File: src/rtl/regfile_arb_pkg.sv
// Shared types for the register file arbiter: FSM states, grant encoding, widths, latched op payload.
package regfile_arb_pkg;

    localparam int unsigned ADDR_W = 4;
    localparam int unsigned DATA_W = 32;

    typedef enum logic [1:0] {
        IDLE,
        ISSUE,
        WAIT,
        RELEASE
    } state_e;

    typedef enum logic {
        GNT_WR,
        GNT_RD
    } grant_e;

    typedef struct packed {
        logic              we;
        logic [ADDR_W-1:0] wr_addr;
        logic [DATA_W-1:0] wr_data;
        logic [ADDR_W-1:0] rd_addr_a;
        logic [ADDR_W-1:0] rd_addr_b;
    } rf_op_t;

endpackage

File: src/rtl/regfile_arb_picker.sv
// Combinational winner select between the write and read requesters.
// REGFILE_ARB_ROUND_ROBIN_EN selects pointer-based conflict resolution; otherwise write always wins.
module regfile_arb_picker
    import regfile_arb_pkg::*;
(
    input  logic   i_wr_req,
    input  logic   i_rd_req,
`ifdef REGFILE_ARB_ROUND_ROBIN_EN
    input  grant_e i_ptr,
`endif
    output grant_e o_gnt_c
);

    always_comb begin
        o_gnt_c = GNT_WR;
        if (i_wr_req && i_rd_req) begin
`ifdef REGFILE_ARB_ROUND_ROBIN_EN
            o_gnt_c = i_ptr;
`else
            o_gnt_c = GNT_WR;
`endif
        end else if (i_rd_req) begin
            o_gnt_c = GNT_RD;
        end
    end

endmodule

File: src/rtl/register_file_arbiter.sv
// Arbitrates writeback vs decode access to the register file and sequences its available/busy handshake.
// Optional macro REGFILE_ARB_ROUND_ROBIN_EN: round-robin conflict resolution instead of write priority.
module register_file_arbiter
    import regfile_arb_pkg::*;
(
    input  logic              clk,
    input  logic              reset_n,
    input  logic              wr_req,
    input  logic [ADDR_W-1:0] wr_addr,
    input  logic [DATA_W-1:0] wr_data,
    output logic              wr_ack,
    input  logic              rd_req,
    input  logic [ADDR_W-1:0] rd_addr_a,
    input  logic [ADDR_W-1:0] rd_addr_b,
    output logic              rd_ack,
    output logic [DATA_W-1:0] rd_data_a,
    output logic [DATA_W-1:0] rd_data_b,
    output logic              rf_available,
    output logic              rf_write_en,
    output logic [ADDR_W-1:0] rf_write_addr,
    output logic [DATA_W-1:0] rf_write_data,
    output logic [ADDR_W-1:0] rf_read_addr_a,
    output logic [ADDR_W-1:0] rf_read_addr_b,
    input  logic [DATA_W-1:0] rf_read_data_a,
    input  logic [DATA_W-1:0] rf_read_data_b,
    input  logic              rf_busy
);

    state_e            r_state;
    state_e            w_state_nxt;
    rf_op_t            r_op;
    logic              r_rf_available;
    logic              r_wr_ack;
    logic              r_rd_ack;
    logic [DATA_W-1:0] r_rd_data_a;
    logic [DATA_W-1:0] r_rd_data_b;
    grant_e            w_gnt;
    logic              w_load;
    logic              w_capture;
    logic              w_avail_nxt;
    logic              w_wr_ack_nxt;
    logic              w_rd_ack_nxt;

`ifdef REGFILE_ARB_ROUND_ROBIN_EN
    grant_e r_ptr;

    // Pointer moves only on grants made while both ports were requesting.
    always_ff @(posedge clk or negedge reset_n) begin
        if (!reset_n) begin
            r_ptr <= GNT_WR;
        end else if (w_load && wr_req && rd_req) begin
            r_ptr <= (w_gnt == GNT_WR) ? GNT_RD : GNT_WR;
        end
    end
`endif

    regfile_arb_picker u_picker (
        .i_wr_req (wr_req),
        .i_rd_req (rd_req),
`ifdef REGFILE_ARB_ROUND_ROBIN_EN
        .i_ptr    (r_ptr),
`endif
        .o_gnt_c  (w_gnt)
    );

    always_ff @(posedge clk or negedge reset_n) begin
        if (!reset_n) begin
            r_state <= IDLE;
        end else begin
            r_state <= w_state_nxt;
        end
    end

    // Next state plus the next values of the registered handshake outputs.
    always_comb begin
        w_state_nxt  = r_state;
        w_load       = 1'b0;
        w_capture    = 1'b0;
        w_avail_nxt  = 1'b0;
        w_wr_ack_nxt = 1'b0;
        w_rd_ack_nxt = 1'b0;
        case (r_state)
            IDLE: begin
                if (wr_req || rd_req) begin
                    w_state_nxt = ISSUE;
                    w_load      = 1'b1;
                    w_avail_nxt = 1'b1;
                end
            end
            ISSUE: begin
                w_avail_nxt = 1'b1;
                if (rf_busy) begin
                    w_state_nxt = WAIT;
                end
            end
            WAIT: begin
                w_avail_nxt = 1'b1;
                if (!rf_busy) begin
                    w_state_nxt  = RELEASE;
                    w_avail_nxt  = 1'b0;
                    w_wr_ack_nxt = r_op.we;
                    w_rd_ack_nxt = !r_op.we;
                    w_capture    = !r_op.we;
                end
            end
            RELEASE: begin
                w_state_nxt = IDLE;
            end
            default: begin
                w_state_nxt = IDLE;
            end
        endcase
    end

    // Operand latch on grant, read-data capture on read completion.
    always_ff @(posedge clk or negedge reset_n) begin
        if (!reset_n) begin
            r_op           <= '0;
            r_rf_available <= 1'b0;
            r_wr_ack       <= 1'b0;
            r_rd_ack       <= 1'b0;
            r_rd_data_a    <= '0;
            r_rd_data_b    <= '0;
        end else begin
            r_rf_available <= w_avail_nxt;
            r_wr_ack       <= w_wr_ack_nxt;
            r_rd_ack       <= w_rd_ack_nxt;
            if (w_load) begin
                r_op.we <= (w_gnt == GNT_WR);
                if (w_gnt == GNT_WR) begin
                    r_op.wr_addr <= wr_addr;
                    r_op.wr_data <= wr_data;
                end else begin
                    r_op.rd_addr_a <= rd_addr_a;
                    r_op.rd_addr_b <= rd_addr_b;
                end
            end
            if (w_capture) begin
                r_rd_data_a <= rf_read_data_a;
                r_rd_data_b <= rf_read_data_b;
            end
        end
    end

    assign rf_available   = r_rf_available;
    assign rf_write_en    = r_op.we;
    assign rf_write_addr  = r_op.wr_addr;
    assign rf_write_data  = r_op.wr_data;
    assign rf_read_addr_a = r_op.rd_addr_a;
    assign rf_read_addr_b = r_op.rd_addr_b;
    assign wr_ack         = r_wr_ack;
    assign rd_ack         = r_rd_ack;
    assign rd_data_a      = r_rd_data_a;
    assign rd_data_b      = r_rd_data_b;

endmodule

File: config.mk
export PLATFORM = sky130hd
export DESIGN_NAME = register_file_arbiter
export DESIGN_NICKNAME = d
export VERILOG_FILES = /design/src/rtl/regfile_arb_pkg.sv /design/src/rtl/regfile_arb_picker.sv /design/src/rtl/register_file_arbiter.sv
export SDC_FILE = /design/constraint.sdc
export NUM_CORES = 1
export LEC_CHECK = 0
export CORE_MARGIN = 5
export CORE_UTILIZATION = 36
export DETAILED_ROUTE_END_ITERATION = 6
export PLACE_DENSITY = 0.77
export SLEW_MARGIN = 20
export SYNTH_ARGS = -nofsm -noshare
export SYNTH_HDL_FRONTEND = slang
export SYNTH_SLANG_ARGS = --single-unit
File: constraint.sdc
create_clock -name clk -period 1.7 [get_ports clk]
set_clock_uncertainty 0.05 [all_clocks]
set_input_delay 0.34 -clock clk [delete_from_list [all_inputs] [get_ports clk]]
set_output_delay 0.34 -clock clk [all_outputs]
set_load 0.05 [all_outputs]
==> results.ini <==
[yosys]
synthesis.nets=370
postSynthAreaPerCell_um2=17.1
synth.largest_area_cell=dfrtp_1
synth_area_um2=4310
ys_ff_latch=114
yosysTopAreaCellShare_pct=66.1
synthCells=253
synthDistinctLibCells=19
ys_warn_count=0
ys_seq_area_share_pct=66.1
synth_area_leaders=dfrtp_1 66%, mux2_2 16%, mux2_1 13%

[timing]
rsz0062_at_grt=true
max_freq_ghz=0.588
finalSetupViolCount=1
worstMarginPinSlew_ps=421
finalCritPeriodShare_pct=100
drv_slew=0
fin_crit_ps=1700
finalSetupTns_ps=-1.15
postLayoutSetupSlackWorst_ps=-1.15
maxSlewHeadroom_pct=71.9
hold_viol_final=0

[grt]
grt_pass1_wl_um=17800
grt_overflow_total=0
grt_pass1_vias=3462
grt_max_degree=56
antenna_found_initial=0
grt_usage_pct=16.3

[outcome]
violations=negative setup slack
outcome=complete, but fails checks

[setup_path]
path_max_fanout=8
endpoint_kind=register
crit_required_ps=1940
crit_type=reg2reg
reg2reg_slack_ps=-1
startpoint_type=register
path_cells=inv_2, ha_2, nor3b_4, buf_12, buf_4, mux2_2
slowest_delay_ps=390
cp.arrival_ps=1940
cp_slowest_cell=dfrtp_1

[clock_tree]
clock_latency_ps=410
ctsLongestPathBuffers=2
clkSinkCount=114
cts_root_buf=clkbuf_16
cts_tree=done
numCtsBuffers=17
path_clk_slew_ps=50
h-tree-depth=4

[final_layout]
fillers=920
most-common-layout-cells=122 x buf_4, 114 x dfrtp_1, 111 x clkdlybuf4s50_1
fin_nets=623
stdcell_count=665
syn2layout_area_growth_pct=68.4
final_common_cell=buf_4
multi_input_area_um2=1440
regArea_um2=2850
drive_gt1_share_pct=45.9
diodes=0

[detailed_routing]
via_count=3087
drtPass1Iterations=4
drt_wl_total_um=11500
wl_per_cell_um=17.2
dr.first_iter.drc_count=123
ant_nets=0
avgViaCountPerCell=4.64
drc_errors=0

[floorplan]
core_um2=11900
initial_core_util_pct=36.4
io_pins=225
die_y_um=119
rows=40
die-area_um2=14300
die_x_um=119

[min_path]
hold_class=in2async

[placement]
dp_cells=631
port_buffers=224
pre_cts_slack_ps=-272
place_hpwl_um=8430
place_congestion=0.771

[run]
cap_viol_max_count=0

==> final cells by class <==
| cell class | instances | share of cell area [%] |
|---|---|---|
| sequential | 114 | 39.3 |
| timing repair buffer | 244 | 31.1 |
| multi-input combinational | 127 | 19.8 |
| clock buffer | 25 | 6.82 |
| tap | 147 | 2.53 |
| clock inverter | 6 | 0.413 |
| inverter | 2 | 0.103 |
==> synthesized netlist by cell type <==
library cell / instances
nand2_2: 1
nand3b_1: 1
buf_4: 1
and3b_1: 1
mux2_1: 49
mux2_2: 60
o32a_1: 1
inv_1: 2
nor3b_2: 1
a211oi_1: 1
nor2b_1: 1
dfrtp_1: 114
ha_1: 4
nor3b_1: 1
buf_6: 5
nand2_1: 3
o21ai_0: 1
buf_2: 4
a21oi_1: 2
==> registers in the layout, summed over array words and instances (netlist names) <==
signal and flops:
rd_data_a 32, rf_read_addr_a 4, rf_read_addr_b 4, wr_ack 1, rf_write_en 1, rd_ack 1, rd_data_b 32, r_state 2
rf_write_addr 4, rf_available 1, rf_write_data 32
==> repair_timing <==
item / in CTS / in global routing
endpoints found under the hold margin: 28 / 0
gates cloned: 1 / 1
hold buffers: 1 / 0
endpoints found under the setup margin: 20 / 61
buffers inserted: 0 / 0
resized for setup: 5 / 14
==> worst paths after layout <==
path                               from                 to  depth (start not counted)
setup / recovery             r_state[0]       rd_data_b[9]                          6
hold / removal                  reset_n       rd_data_b[1]                          2
setup reg to reg             r_state[0]       rd_data_b[9]                          6
hold reg to reg            rd_data_a[1]       rd_data_a[1]                          1
max in group asynchronous       reset_n  rf_read_addr_b[3]                          3
min in group clk           rd_data_a[1]       rd_data_a[1]                          1
==> routing by layer <==
metal	vias up	GRT usage, %	wire length (µm)	share of wire [%]
met5	-	0	0	0
met4	0	8.09	265	2.3
met3	27	7.69	1070	9.3
met2	145	26.6	5790	50
met1	1514	17.6	4340	38
li1	1401	-	-	-
==> logic make-up after synthesis <==
family | after synthesis | synth area share (%)
multiplexers | 109 | 28.5
AND/OR/NAND/NOR | 9 | 1.39
flip-flops | 114 | 66.1
buffers and inverters | 12 | 2.12
AO/OA/AOI/OAI | 5 | 0.754
adder cells (fa/ha/maj) | 4 | 1.16
==> worst max-delay path: cells and delay by family (launching register included) <==
kind	cells	cell delay [ps]
buf+inv	3	400
flops	1	390
mux	1	350
simple gates	1	210
fa+ha+maj	1	170
==> through the flow <==
step | area (µm²) | hold slack [ps] | utilization, %
after floorplan | 4310 | -5.59 | -
after global placement | 6610 | 245 | 55.7
after detailed placement | 6610 | 260 | 55.7
after CTS | 7190 | 371 | 60.6
after global routing | 7260 | 387 | 61.2
final | 7260 | 370 | 61.2
Power is not shown: default switching activity piles up to over one toggle a cycle in this logic, so the estimate is an artifact.
==> patch 1 (config.mk and constraints unchanged) <==
The 4 states of `state_e` get a one-hot encoding in 4 bits.
--- a/src/rtl/regfile_arb_pkg.sv
+++ b/src/rtl/regfile_arb_pkg.sv
@@ -4,11 +4,11 @@
     localparam int unsigned ADDR_W = 4;
     localparam int unsigned DATA_W = 32;
 
-    typedef enum logic [1:0] {
-        IDLE,
-        ISSUE,
-        WAIT,
-        RELEASE
+    typedef enum logic [3:0] {
+        IDLE    = 4'b0001,
+        ISSUE   = 4'b0010,
+        WAIT    = 4'b0100,
+        RELEASE = 4'b1000
     } state_e;
 
     typedef enum logic {
Check against the original RTL: same outputs for any inputs over 10 cycles, from zero or initial values and one cycle with reset_n low; not proved beyond that.
==> patch 1 against the original RTL <==
- the run still ends with negative setup slack left
- maximum frequency is 6.9% lower
- area after synthesis is 2.2% higher
- sequential share of layout area is 1.3 points lower
- highest routed layer unchanged
- largest cell class unchanged
- critical path depth is 1 lower
- wire length is 5.4% higher
- sequential cell count is 2 higher
- setup slack worse by 130 ps
- global-route usage is 0.82 points higher
- design area is 5.4% higher
- non-clock buffer count is 10 higher
- critical path type unchanged
==> patch 1: results (changes against the original RTL) <==
[metrics] grt met1 use: 17.8% (+0.16 points)
[metrics] number of cell instances on the worst register-to-register path: 5 (-1)
[metrics] last weighted congestion value of the routability-driven placer: 0.729 (-5.4%)
[metrics] compound-gate portion of the synthesized area: 1.08% (+0.32 points)
[metrics] share of the yosys chip area belonging to registers: 65.9% (-0.24 points)
[metrics] overall routing resource usage: 17.1% (+0.82 points)
[metrics] number of design-rule violations left by the first detailed-router iteration: 71 (-42%)
[metrics] most frequent cells after synthesis: 115 x dfrtp_1, 59 x mux2_2, 49 x mux2_1
[metrics] arrival time at the worst endpoint: 2060 ps (+120 ps)
[metrics] count of fill cells added during filler insertion: 907 (-1.4%)
[metrics] metal1 wirelength: 4460 µm (+2.7%)
[metrics] wire length of the first global-routing pass: 18,900 µm (+6.4%)
[metrics] routed wire length per instance: 17.7 µm (+2.8%)
[metrics] Nets: 635 (+1.9%)
[metrics] largest net degree at the start of global routing: 62 (+11%)
[metrics] highest-delay cell along the critical path: dfrtp_2
[metrics] normalized max-slew margin: 77.8% (+5.9 points)
[metrics] final worst-path setup slack: -128 ps (-127 ps)
[metrics] setup bufs post-CTS: 7 (+7)
[metrics] count of different cell masters after synthesis: 24 (+5)
[metrics] sum of met2 wire segment lengths after detailed routing: 6030 µm (+4.2%)
[metrics] biggest area contributors in the synthesized netlist: dfrtp_1 65%, mux2_2 15%, mux2_1 13%
[metrics] Worst path top cell family by delay: simple AND/OR/NAND/NOR gates
[metrics] met3 routed wirelength: 1370 µm (+29%)
[metrics] share of synthesized cell area in full adder, half adder and majority cells: 0% (-1.2 points)
[metrics] highest metal layer with signal wires: met4
[metrics] combined buffer and inverter count along the critical path: 2 (-1)
[metrics] via count: 3,170 (+2.7%)
[metrics] number of nets produced by synthesis: 372 (+0.54%)
[metrics] GR Util met2: 28.9% (+2.3 points)
[metrics] routing usage on met3: 8.84% (+1.1 points)
[metrics] hpwl dp: 8760 µm (+3.9%)
[metrics] multiplexer share of the synthesized area: 27.6% (-0.86 points)
[metrics] library cell used as clock root buffer: clkbuf_16
[metrics] result of the run: complete, but fails checks
[metrics] setup violation total in the final timing report: 75 (+74)
[metrics] violated checks: negative setup slack
[metrics] type of the tightest min-delay check: flop to flop
[metrics] setup slack at placement: -239 ps (+33.5 ps)
[metrics] delay of the slowest critical-path stage: 430 ps (+40 ps)
[metrics] fraction of final layout cells with drive strength greater than 1: 50.7% (+4.7 points)
## patch 1: changes by cell type after synthesis, moves of 2 or more
| cell | delta |
|---|---|
| nor2_1 | +2 |
| ha_1 | -4 |
| buf_6 | -3 |
| nand2b_1 | +4 |
| inv_1 | -2 |
| buf_8 | +4 |
## patch 1: metrics by stage
stage | cells | setup TNS, ps | instance area, µm² | hold WS [ps]
finish | 682 | -5860 | 7660 | 432
global route | 682 | -13740 | 7660 | 451
CTS | 683 | -6050 | 7640 | 438
detailed placement | 642 | -13530 | 6810 | 317
global placement | 642 | -11860 | 6810 | 319
floorplan | 259 | -586 | 4490 | -5.59
## patch 1: area by class of cell
cell class,instances,area share (%)
multi-input cells,133,20.6
flip-flops and latches,116,37.9
clock inverters,13,2.39
repair buffers,254,30.9
well taps,147,2.40
clock buffers,19,5.78
## patch 1: worst max-delay path by stage
| stage | from | end | slack [ps] | cells past startpoint |
|---|---|---|---|---|
| finish | r_state[1] | rd_data_b[18] | -130 | 5 |
| global route | r_state[0] | rf_write_addr[3] | -190 | 6 |
| CTS | r_state[1] | rd_data_b[30] | -110 | 5 |
| detailed placement | rf_busy | rd_data_b[30] | -240 | 5 |
| global placement | rf_busy | rd_data_b[30] | -230 | 5 |
| floorplan | r_state[1] | rd_data_a[12] | -20 | 5 |
## patch 1: power by group through the flow
| stage | combinational [mW] | clock, mW | sequential [mW] |
|---|---|---|---|
| CTS | 7.00 | 3.82 | 4.21 |
| floorplan | 1.25 | 0 | 7.31 |
| global placement | 6.65 | 0 | 4.18 |
| finish | 6.95 | 3.73 | 4.21 |
| global route | 7.25 | 3.97 | 4.33 |
| detailed placement | 6.73 | 0 | 4.22 |
==> patch 2 (same settings) <==
Without the edit above. Add a define of `REGFILE_ARB_ROUND_ROBIN_EN`.
--- a/src/rtl/regfile_arb_picker.sv
+++ b/src/rtl/regfile_arb_picker.sv
@@ -1,5 +1,7 @@
 // Combinational winner select between the write and read requesters.
 // REGFILE_ARB_ROUND_ROBIN_EN selects pointer-based conflict resolution; otherwise write always wins.
+`define REGFILE_ARB_ROUND_ROBIN_EN
+
 module regfile_arb_picker
     import regfile_arb_pkg::*;
 (
Function: changed (Yosys sat finds a counterexample within 10 cycles, from zero or initial values and one cycle with reset_n low).
==> patch 2 against the original RTL <==
- the flow still finishes with violations (negative setup slack)
- design area rose by 0.50%
- first-iteration DRC count rose by 1.6%
- area after synthesis rose by 1.5%
- setup slack got worse by 33 ps
- highest routed layer unchanged
- wire length rose by 6.0%
- sequential cell count rose by 1
Power is not shown: default switching activity piles up to over one toggle a cycle in this logic, so the estimate is an artifact.
==> patch 2: results (changes against the original RTL) <==
[metrics] count of H-tree levels built during CTS: 4 (unchanged)
[metrics] vias in the first global route: 3,499 (+1.1%)
[metrics] share of the yosys chip area belonging to registers: 65.7% (-0.43 points)
[metrics] start point of the critical path: r_state[0]
[metrics] FFs w/ async S/R, synth: 100% (unchanged)
[metrics] setup violation total in the final timing report: 88 (+87)
[metrics] warning count from the yosys run: 0 (unchanged)
[metrics] port buffer count: 224 (unchanged)
[metrics] largest net degree at the start of global routing: 52 (-7.1%)
[metrics] actual slew at the worst max-slew pin: 350 ps (-70.6 ps)
[metrics] result of the run: complete, but fails checks
[metrics] total detailed-routing wirelength: 12,100 µm (+6.0%)
[metrics] biggest area contributors in the synthesized netlist: dfrtp_1 66%, mux2_2 28%, ha_1 1.1%
[metrics] hpwl dp: 8500 µm (+0.74%)
[metrics] number of antenna repair diodes: 0 (unchanged)
[metrics] library cell used as clock root buffer: clkbuf_16
[metrics] final worst-path setup slack: -34.3 ps (-33.1 ps)
[metrics] total negative slack for setup checks: -1590 ps (-1590 ps)
[metrics] Crit Path Max Fanout: 17 (+9)
[metrics] count of different cell masters after synthesis: 22 (+3)
[metrics] cell count after synthesis: 257 (+1.6%)
[metrics] buffer depth of the longest clock path: 2 (unchanged)
[metrics] routed wire length per instance: 18.2 µm (+5.5%)
[metrics] Worst path top cell family by delay: buffers and inverters
[metrics] CTS Buf Count: 17 (unchanged)
[metrics] fraction of final layout cells with drive strength greater than 1: 52.2% (+6.3 points)
[metrics] count of nets left with antenna violations after detail routing: 0 (unchanged)
[metrics] via count: 3,121 (+1.1%)
[metrics] number of nets produced by synthesis: 374 (+1.1%)
[metrics] highest-delay cell along the critical path: dfrtp_1
[metrics] clock transition at the registers of the reported paths: 50 ps (about the same)
[metrics] delay of the slowest critical-path stage: 390 ps (about the same)
[metrics] number of design-rule violations left by the first detailed-router iteration: 125 (+1.6%)
[metrics] overall routing resource usage: 17.2% (+0.95 points)
[metrics] number of antenna violations at the first check in global routing: 0 (unchanged)
[metrics] DRT Pass-1 Iters: 7 (+3)
[metrics] post-detailed-placement cell area: 0.00660 mm² (-0.19%)
[metrics] Nets: 625 (+0.32%)
[metrics] violated checks: negative setup slack
[metrics] arrival time at the worst endpoint: 1970 ps (+30 ps)
[metrics] most frequent cells after synthesis: 115 x dfrtp_1, 107 x mux2_2, 6 x buf_4, 4 x ha_1
[metrics] last weighted congestion value of the routability-driven placer: 0.749 (-2.8%)
[metrics] type of the tightest min-delay check: primary input to asynchronous set/reset pin
[metrics] clock latency on the worst-skew pair: 400 ps
[metrics] wire length of the first global-routing pass: 19,100 µm (+7.3%)
==> patch 2: final timing paths <==
kind	endpoint	slack, ps	depth (start not counted)
worst max-delay path	rd_data_b[31]	-30	6
max in group asynchronous	wr_ack	670	3
worst min register to register	rf_write_data[5]	440	1
worst max register to register	rd_data_b[31]	-30	6
min in group clk	rf_write_data[5]	440	1
worst min-delay path	rd_data_b[18]	340	2
==> patch 2: logic make-up after synthesis <==
logic type / count (synthesis) / synth area share [%]
fa+ha+maj: 4 / 1.14
buf+inv: 13 / 2.43
simple gates: 7 / 1.00
mux: 109 / 28.0
flops: 115 / 65.7
xor+xnor: 1 / 0.200
compound gates: 8 / 1.51
==> patch 2: what timing repair did <==
item / CTS / global route
buffers inserted: 2 / 0
gates resized for setup: 7 / 3
endpoints found under the setup margin: 101 / 101
hold buffers: 1 / 0
hold endpoints to repair: 22 / 0
cloned: 3 / 1
==> patch 2: layout make-up <==
cell class / instances / area (µm²)
fill: 914 / 4660
multi-input combinational: 129 / 1440
tap: 147 / 184
inverter: 3 / 11.3
clock buffer: 28 / 527
clock inverter: 4 / 20.0
sequential: 115 / 2880
timing repair buffer: 242 / 2240
==> patch 2: layer usage <==
layer	GRT usage [%]	vias to the layer above	part of all wire, %
met5	0	-	0
met4	8.36	0	2.5
met3	6.88	28	7.8
met2	29.4	133	52
met1	18.6	1543	38
li1	-	1417	-
==> patch 2: worst reg2reg max path, stage by stage (launching register included) <==
cell and delay, ps:
dfrtp_1 390, inv_2 60, ha_2 170, nor3b_4 240, buf_6 170, buf_12 170, mux2_2 360
==> patch 2: stage by stage <==
stage,util [%],worst slack [ps]
after floorplan,-,-23.8
after global placement,55.1,-259
after detailed placement,55.1,-289
after CTS,60.7,-43.4
after global routing,61.0,-145
final,61.0,-34.3
